$ cat src/rtl/zeroheti_prio_ic.sv
// zeroHETI priority interrupt controller: per-line priority, enable and trigger mode,
// a software threshold and a hardware nesting stack behind a single-cycle register port.
module zeroheti_prio_ic #(
  parameter int unsigned NrIrqs    = 32,
  parameter int unsigned NrPrios   = 8,
  parameter int unsigned NestDepth = 4,
  localparam int unsigned IrqWidth  = $clog2(NrIrqs),
  localparam int unsigned PrioWidth = $clog2(NrPrios)
) (
  input  logic                 clk_i,
  input  logic                 rst_i,
  input  logic [NrIrqs-1:0]    ext_irqs_i,
  input  logic                 reg_req_i,
  input  logic                 reg_we_i,
  input  logic [11:0]          reg_addr_i,
  input  logic [31:0]          reg_wdata_i,
  output logic                 reg_gnt_o,
  output logic                 reg_rvalid_o,
  output logic [31:0]          reg_rdata_o,
  output logic                 irq_valid_o,
  output logic [IrqWidth-1:0]  irq_id_o,
  output logic [PrioWidth-1:0] irq_level_o,
  output logic                 irq_nest_o,
  input  logic                 irq_ack_i,
  input  logic [IrqWidth-1:0]  irq_id_i,
  input  logic                 irq_ret_i
);
  localparam int unsigned DepthWidth = $clog2(NestDepth + 1);

  logic [PrioWidth-1:0]  prio_r [NrIrqs];
  logic [NrIrqs-1:0]     en_r, pend_r, trig_r, prev_r;
  logic [PrioWidth-1:0]  thresh_r, level_r;
  logic [DepthWidth-1:0] depth_r;
  logic [PrioWidth-1:0]  stack_r [NestDepth];

  logic                  wr_s, rd_s, line_space_s, thresh_sel_s, status_sel_s;
  logic [8:0]            line_idx_s;
  logic                  ack_s, ret_s;
  logic [NrIrqs-1:0]     line_wr_s, ack_line_s, hw_set_s, pend_nxt_s;
  logic [PrioWidth-1:0]  eff_s, best_prio_s, top_s;
  logic [IrqWidth-1:0]   best_id_s;
  logic                  found_s, arb_valid_s;
  logic [31:0]           rd_val_s;

  assign reg_gnt_o    = reg_req_i;
  assign wr_s         = reg_req_i & reg_we_i;
  assign rd_s         = reg_req_i & ~reg_we_i;
  assign line_space_s = ~reg_addr_i[11] & (reg_addr_i[1:0] == 2'b00);
  assign thresh_sel_s = (reg_addr_i == 12'h800);
  assign status_sel_s = (reg_addr_i == 12'h804);
  assign line_idx_s   = reg_addr_i[10:2];
  assign ack_s        = irq_ack_i & irq_valid_o & (irq_id_i == irq_id_o);
  assign ret_s        = irq_ret_i & (depth_r != {DepthWidth{1'b0}});
  // Edge lines only set when the previous sample was low; level lines set whenever high.
  assign hw_set_s     = ext_irqs_i & ~(trig_r & prev_r);
  assign eff_s        = (thresh_r > level_r) ? thresh_r : level_r;

  // Per-line write strobes, ack clears and pending next-state (write > hw set > ack).
  always_comb begin
    line_wr_s  = {NrIrqs{1'b0}};
    ack_line_s = {NrIrqs{1'b0}};
    pend_nxt_s = pend_r;
    for (int i = 0; i < NrIrqs; i++) begin
      line_wr_s[i]  = wr_s & line_space_s & ({23'd0, line_idx_s} == 32'(i));
      ack_line_s[i] = ack_s & (irq_id_o == IrqWidth'(i));
      if (line_wr_s[i]) begin
        pend_nxt_s[i] = reg_wdata_i[9];
      end else if (hw_set_s[i]) begin
        pend_nxt_s[i] = 1'b1;
      end else if (ack_line_s[i]) begin
        pend_nxt_s[i] = 1'b0;
      end else begin
        pend_nxt_s[i] = pend_r[i];
      end
    end
  end

  // Arbitration: strict '>' keeps the lowest index on priority ties.
  always_comb begin
    found_s     = 1'b0;
    best_prio_s = {PrioWidth{1'b0}};
    best_id_s   = {IrqWidth{1'b0}};
    for (int i = 0; i < NrIrqs; i++) begin
      if (en_r[i] && pend_r[i] && (prio_r[i] > eff_s) && (!found_s || (prio_r[i] > best_prio_s))) begin
        found_s     = 1'b1;
        best_prio_s = prio_r[i];
        best_id_s   = IrqWidth'(i);
      end else begin
        found_s     = found_s;
      end
    end
    arb_valid_s = found_s & (depth_r != DepthWidth'(NestDepth));
  end

  // Top-of-stack entry and register read mux.
  always_comb begin
    top_s    = {PrioWidth{1'b0}};
    rd_val_s = 32'd0;
    for (int j = 0; j < NestDepth; j++) begin
      top_s = (depth_r == DepthWidth'(j + 1)) ? stack_r[j] : top_s;
    end
    if (line_space_s) begin
      for (int i = 0; i < NrIrqs; i++) begin
        if ({23'd0, line_idx_s} == 32'(i)) begin
          rd_val_s[PrioWidth-1:0] = prio_r[i];
          rd_val_s[8]             = en_r[i];
          rd_val_s[9]             = pend_r[i];
          rd_val_s[10]            = trig_r[i];
        end else begin
          rd_val_s = rd_val_s;
        end
      end
    end else if (thresh_sel_s) begin
      rd_val_s[PrioWidth-1:0] = thresh_r;
    end else if (status_sel_s) begin
      rd_val_s[PrioWidth-1:0] = level_r;
      rd_val_s[23:16]         = 8'(depth_r);
    end else begin
      rd_val_s = 32'd0;
    end
  end

  // Line configuration, pending state, edge history and threshold.
  always_ff @(posedge clk_i) begin
    if (rst_i) begin
      en_r     <= {NrIrqs{1'b0}};
      pend_r   <= {NrIrqs{1'b0}};
      trig_r   <= {NrIrqs{1'b0}};
      prev_r   <= {NrIrqs{1'b0}};
      thresh_r <= {PrioWidth{1'b0}};
      for (int i = 0; i < NrIrqs; i++) prio_r[i] <= {PrioWidth{1'b0}};
    end else begin
      prev_r <= ext_irqs_i;
      pend_r <= pend_nxt_s;
      for (int i = 0; i < NrIrqs; i++) begin
        if (line_wr_s[i]) begin
          prio_r[i] <= reg_wdata_i[PrioWidth-1:0];
          en_r[i]   <= reg_wdata_i[8];
          trig_r[i] <= reg_wdata_i[10];
        end
      end
      if (wr_s && thresh_sel_s) thresh_r <= reg_wdata_i[PrioWidth-1:0];
    end
  end

  // Nesting stack: ack pushes, ret pops, both together only swap the current level.
  always_ff @(posedge clk_i) begin
    if (rst_i) begin
      level_r <= {PrioWidth{1'b0}};
      depth_r <= {DepthWidth{1'b0}};
      for (int j = 0; j < NestDepth; j++) stack_r[j] <= {PrioWidth{1'b0}};
    end else if (ack_s && ret_s) begin
      level_r <= irq_level_o;
    end else if (ack_s) begin
      for (int j = 0; j < NestDepth; j++) begin
        if (depth_r == DepthWidth'(j)) stack_r[j] <= level_r;
      end
      level_r <= irq_level_o;
      depth_r <= depth_r + DepthWidth'(1);
    end else if (ret_s) begin
      level_r <= top_s;
      depth_r <= depth_r - DepthWidth'(1);
    end else begin
      level_r <= level_r;
    end
  end

  // Registered core handshake outputs and register response.
  always_ff @(posedge clk_i) begin
    if (rst_i) begin
      irq_valid_o  <= 1'b0;
      irq_id_o     <= {IrqWidth{1'b0}};
      irq_level_o  <= {PrioWidth{1'b0}};
      irq_nest_o   <= 1'b0;
      reg_rvalid_o <= 1'b0;
      reg_rdata_o  <= 32'd0;
    end else begin
      if (ack_s || !arb_valid_s) begin
        irq_valid_o <= 1'b0;
        irq_id_o    <= {IrqWidth{1'b0}};
        irq_level_o <= {PrioWidth{1'b0}};
        irq_nest_o  <= 1'b0;
      end else begin
        irq_valid_o <= 1'b1;
        irq_id_o    <= best_id_s;
        irq_level_o <= best_prio_s;
        irq_nest_o  <= (depth_r != {DepthWidth{1'b0}});
      end
      reg_rvalid_o <= reg_req_i;
      reg_rdata_o  <= rd_s ? rd_val_s : 32'd0;
    end
  end
endmodule
$ cat config.mk
export PLATFORM = sky130hd
export DESIGN_NAME = zeroheti_prio_ic
export DESIGN_NICKNAME = d
export VERILOG_FILES = /design/src/rtl/zeroheti_prio_ic.sv
export SDC_FILE = /design/constraint.sdc
export NUM_CORES = 1
export LEC_CHECK = 0
export BUFFER_PORTS_ARGS = -buffer_cell sky130_fd_sc_hd__buf_2
export CAP_MARGIN = 20
export CORE_MARGIN = 1.5
export CORE_UTILIZATION = 40
export CTS_CLUSTER_DIAMETER = 200
export DETAILED_ROUTE_END_ITERATION = 10
export PLACE_DENSITY = 0.6
export SLEW_MARGIN = 20
export SYNTH_ARGS = -nofsm -noshare
export SYNTH_HDL_FRONTEND = slang
export SYNTH_SLANG_ARGS = --single-unit
$ cat constraint.sdc
create_clock -name clk_i -period 61.4 [get_ports clk_i]
set_input_delay 9.21 -clock clk_i [delete_from_list [all_inputs] [get_ports clk_i]]
set_output_delay 9.21 -clock clk_i [all_outputs]
set_load 0.1 [all_outputs]
# Word-level counts from Yosys, hierarchy flattened
# Memory sizes are Yosys's and may differ from the RTL's.
# Index checks and enable logic that the tools add are counted.
# classes
n_mux	423
eq_ne	70
n_addsub	2
bitwise	116
reduce_logical	205
order_cmp	64
# op_table
cell	count
two-way mux 3 bit	144
two-way mux 1 bit	248
greater-than comparator 3 bit	64
two-way mux 5 bit	30
equality test 9 x 5 -> 1 bit (second input constant)	16
nonzero test 3 bit	34
logical AND 1 bit	97
equality test 5 bit (second input constant)	16
bitwise AND 1 bit	72
equality test 9 x 4 -> 1 bit (second input constant)	8
bitwise AND 32 bit	2
equality test 5 x 4 -> 1 bit (second input constant)	8
equality test 9 x 3 -> 1 bit (second input constant)	4
bitwise OR 1 bit	36
zero test 1 bit	32
logical OR 1 bit	32
NOT 32 bit	1
equality test 12 bit (second input constant)	2
equality test 5 x 3 -> 1 bit (second input constant)	4
equality test 9 x 2 -> 1 bit (second input constant)	2
two-way mux 11 bit	1
equality test 5 x 2 -> 1 bit (second input constant)	2
equality test 9 x 1 -> 1 bit (second input constant)	1
zero test 9 bit	1
other kinds (17)	23
# word_totals
memories	2
regBits	162
ram_bits	108
# memory_table
memory	words	word_bits	read_ports	rd_clocked_by_memory_dff	write_ports	line	rtl
prio_r	32	3	32	0	32	30	logic [PrioWidth-1:0] prio_r [NrIrqs];
stack_r	4	3	4	0	4	34	logic [PrioWidth-1:0] stack_r [NestDepth];

# Longest topological paths before layout
# logic_depth
ltp_word	133
depth_mapped	306
ltp_nobuf	301

# Least setup slack after synthesis
# OpenSTA, ideal clock, no wires.
# synth_path
kind	register to register
from	reg level_r[2]
to	reg irq_id_o[4]
stages_incl_launch_ff	272
path_slack_ns	14.080
t_required_ns	61.277
arrival_ns	47.197
setup_time_ns	0.123
path_cell_list	dfxtp_1 > inv_1 > ha_1 > a21oi_1 > and2_1 > nor2_1 > o21ai_0 > ha_1 > nand2_1 > nor2_1 > nor3_1 > nand2_1 > o21ai_0 > nand2_1 > ha_1 > a31oi_1 > nand2_1 > a211oi_1 > [236 not listed] > and2_1 > a21o_1 > ha_1 > a21o_1 > a21oi_1 > a31oi_1 > o21ai_0 > clkbuf_1 > nand2_1 > o31ai_2 > ha_1 > a21o_1 > a21oi_1 > a31oi_1 > o21ai_1 > and3_1 > and2_1 > a21oi_1
# synth_between
elab_chain_len	133
# synth_lines
element	line	rtl
start, declared	32	logic [PrioWidth-1:0] thresh_r, level_r;
start signal, assigned	149	level_r <= {PrioWidth{1'b0}};
start signal, assigned	153	level_r <= irq_level_o;
start signal, assigned	158	level_r <= irq_level_o;
greater-than comparator 3 bit	56	assign eff_s = (thresh_r > level_r) ? thresh_r : level_r;
two-way mux 3 bit *	56	
greater-than comparator 3 bit	84	if (en_r[i] && pend_r[i] && (prio_r[i] > eff_s) && (!found_s || (prio_r[i] > best_prio_s))) begin
logical AND 1 bit	84	
two-way mux 3 bit or two-way mux 1 bit (tied branches)	84	
greater-than comparator 3 bit or zero test 1 bit (tied branches)	84	
logical OR 1 bit	84	
logical AND 1 bit	84	
[117 not listed]	n/a	
greater-than comparator 3 bit or zero test 1 bit (tied branches)	84	
logical OR 1 bit	84	
logical AND 1 bit	84	
two-way mux 1 bit	84	
bitwise AND 1 bit	92	arb_valid_s = found_s & (depth_r != DepthWidth'(NestDepth));
zero test 1 bit	178	if (ack_s || !arb_valid_s) begin
logical OR 1 bit	178	
OR reduction 2 bit (no line)	n/a	
end signal, assigned	172	irq_id_o <= {IrqWidth{1'b0}};
end signal, assigned	180	irq_id_o <= {IrqWidth{1'b0}};
end signal, assigned	185	irq_id_o <= best_id_s;
end, declared	21	output logic [IrqWidth-1:0] irq_id_o,
# Every way passes the cells marked *; elsewhere a longest branch is shown, timed or not.
# A chain may end at the register's enable or synchronous reset.

# Worst setup path in the final report
# layout_path
from	reg level_r[2]
to	reg irq_id_o[3]
# The elaborated chain is that of the path after synthesis.

==> out/qor.yml <==
synth:
  synthArstFlopShare_pct: 0
  synth_top_family_by_area: "compound AO/OA/AOI/OAI gates"
  synthFlopType: "dfxtp_1"
  synth.avg_cell_area_um2: 8.324
  synth_edf_count: 108
  synth_compound_area_share_pct: 24.04
  netlist_area_um2: 18670
  ys_seq_area_share_pct: 34.20
  yosys_warnings: 0
  synth-xor-area-share_pct: 1.588
  yosys.area_share.simple_pct: 21.29
  synthCells: 2243
  synthMuxAreaShare_pct: 3.284
  synth_cell_type_count: 110
  synth_fa_ha_area_share_pct: 10.43
  synth-seq-cells: 265
sta:
  period_minus_slack_ns: 54.58
  finalClockSkew_ns: 0.02004
  fmax_mhz: 18.32
  hold_violations: 0
  setup-violations-final: 0
  max_slew.worst_pin.slew_ns: 1.075
  grt_setup_unrepaired: "no"
  fin_crit_sh_pct: 88.90
  final_max_slew_viol_count: 0
  timing.setup.tns_ns: 0
  slew_headroom_pct: 28.33
worst_setup_path:
  slowest_delay_ns: 0.76
  cp-start-kind: "register"
  cp_max_fo: 17
  critical_path_class: "reg2reg"
  cp_data_arrival_time_ns: 54.99
  end_kind: "register"
  critical_path.top_delay_family: "compound AO/OA/AOI/OAI gates"
  critical_path_buf_inv_count: 18
  cp_slowest_cell: "mux2i_4"
  crit_path_frequent_cell: "a21oi_1"
  required_ns: 61.80
floorplanning:
  num_rows: 78
  die-area_um2: 47980
  die_height_um: 219.0
  ios: 131
  core-area_um2: 45670
  die_width_um: 219.0
  start_util_pct: 40.88
global_route:
  grtUsageTotal_pct: 25.71
  grt_pass1_vias: 16433
  antenna_found_initial: 1
  grt_start_max_net_pins: 71
  grt_pass1_wl_um: 95550
  grt_overflow: 0
placed_design:
  io_buffers: 81
  gp_congestion: 0.9411
  dp_hpwl_um: 47890
  post_dp_cell_area_um2: 19570
detailed_routing:
  ant_nets: 0
  drc: 0
  dr_total_vias: 17435
  routedWlPerCell_um: 21.55
  finalWirelength_um: 62780
  viasPerCell: 5.983
  drt_iter0_markers: 1548
  drt_first_pass_iters: 6
final_layout:
  final_nets: 2525
  drive_gt1_share_pct: 8.776
  final_cell_mix: "nand2_1 (277), nor2_1 (228), a21oi_1 (189), dfxtp_1 (157), ha_1 (146)"
  syn2layout_area_growth_pct: 9.396
  stdcell_area_um2: 20420
  final_common_cell: "nand2_1"
min_path:
  hold_class: "reg2reg"
clocking:
  cts_resized: 0
  clockBufferDepth: 3
  cts_tree: "yes"
  clk_latency_ns: 0.56
  ctsRootBufferMaster: "clkbuf_16"
  cts_setup_buffers: 0
  cts_hold_buf: 0
  cts_htree_levels: 1
  cts_made_buffers: 27
  clk_pin_slew_ns: 0.06
  cts.sinks: 265
power:
  max-vdd-ir-drop_mv: 0.02087
  p_leak_nw: 8.014
  power-per-cell-area_nw_per_um2: 21.16
job:
  max_cap_viol_count: 0
outcome:
  status: "completed"
==> kinds of logic (layout without fill, tap and decap cells) <==
group / after synthesis / after routing
XOR/XNOR: 33 / 33
multiplexers: 60 / 60
other: 1 / 24
buffers and inverters: 226 / 274
adder cells (fa/ha/maj): 158 / 158
flip-flops: 265 / 265
AND/OR/NAND/NOR: 842 / 842
AO/OA/AOI/OAI: 658 / 658
==> cell usage after synthesis (all sizes together) (18+ instances only) <==
library cell	count	area share, %
dfxtp	157	17
a31oi	41	1.4
mux2i	50	2.7
ha	146	9.8
nand2	277	5.6
or2	22	0.74
nor3	34	1.1
nand3	84	2.3
o31ai	18	0.88
inv	126	2.5
a211o	18	0.84
and2	20	0.67
a21o	26	1.0
nor2	228	4.6
xnor2	29	1.4
a21oi	189	5.1
buf	39	1.4
clkbuf	58	1.2
a22oi	50	2.0
o21ai	120	3.2
nor2b	63	2.1
a311oi	32	1.6
edfxtp	108	17
nand2b	52	1.7
==> through the flow <==
stage	util, %	power (mW)	instances	hold slack, ns	setup slack (ns)
after floorplan	-	0.2536	2265	0.4443	14.08
after global placement	42.84	0.2711	2863	0.4505	8.292
after detailed placement	42.84	0.2737	2863	0.4624	7.387
after CTS	44.71	0.4329	2913	0.4715	7.210
after global routing	44.72	0.4476	2914	0.4875	2.083
final	44.72	0.4323	2914	0.4704	6.817
==> final cells by class <==
class	count	area [µm²]
Antenna cell	1	2.502
Sequential cell	265	6386
Multi-Input combinational cell	1774	11430
Clock inverter	10	81.33
Inverter	129	484.2
Fill cell	4546	25250
Tap cell	600	750.7
Clock buffer	40	774.5
Timing Repair Buffer	95	513.0
==> registers in the layout, indices dropped and copies added, names as in the netlist, 5 cells and up <==
register and cells:
en_r 32, irq_id_o 5, pend_r 32, prev_r 32, prio_r 96, reg_rdata_o 9
stack_r 12, trig_r 32
==> routing by layer <==
layer | global-route usage [%] | up-vias | wire length (µm)
li1 | - | 8294 | -
met1 | 34.69 | 8341 | 27670
met2 | 42.68 | 667 | 28910
met3 | 2.772 | 133 | 4003
met4 | 8.790 | 0 | 2206
met5 | 0 | - | 0
==> worst paths after layout <==
path	from	to	slack (ns)	depth (start not counted)
hold / removal	en_r[14]	en_r[14]	0.47	2
setup / recovery	level_r[2]	irq_id_o[3]	6.82	261
setup reg to reg	level_r[2]	irq_id_o[3]	6.82	261
hold reg to reg	en_r[14]	en_r[14]	0.47	2
==> where the power goes <==
group | total [mW] | internal, mW | switching (mW)
Combinational | 0.0680 | 0.0228 | 0.0452
Sequential | 0.203 | 0.192 | 0.0112
Clock | 0.161 | 0.0913 | 0.0699
Total | 0.432 | 0.306 | 0.126
==> tightest hold or removal path, cell delays in order, from the launching register on <==
cell     delay (ns)
dfxtp_1        0.32
nand2_1        0.05
a21oi_1        0.05
Power figures use the tool's default switching activity.
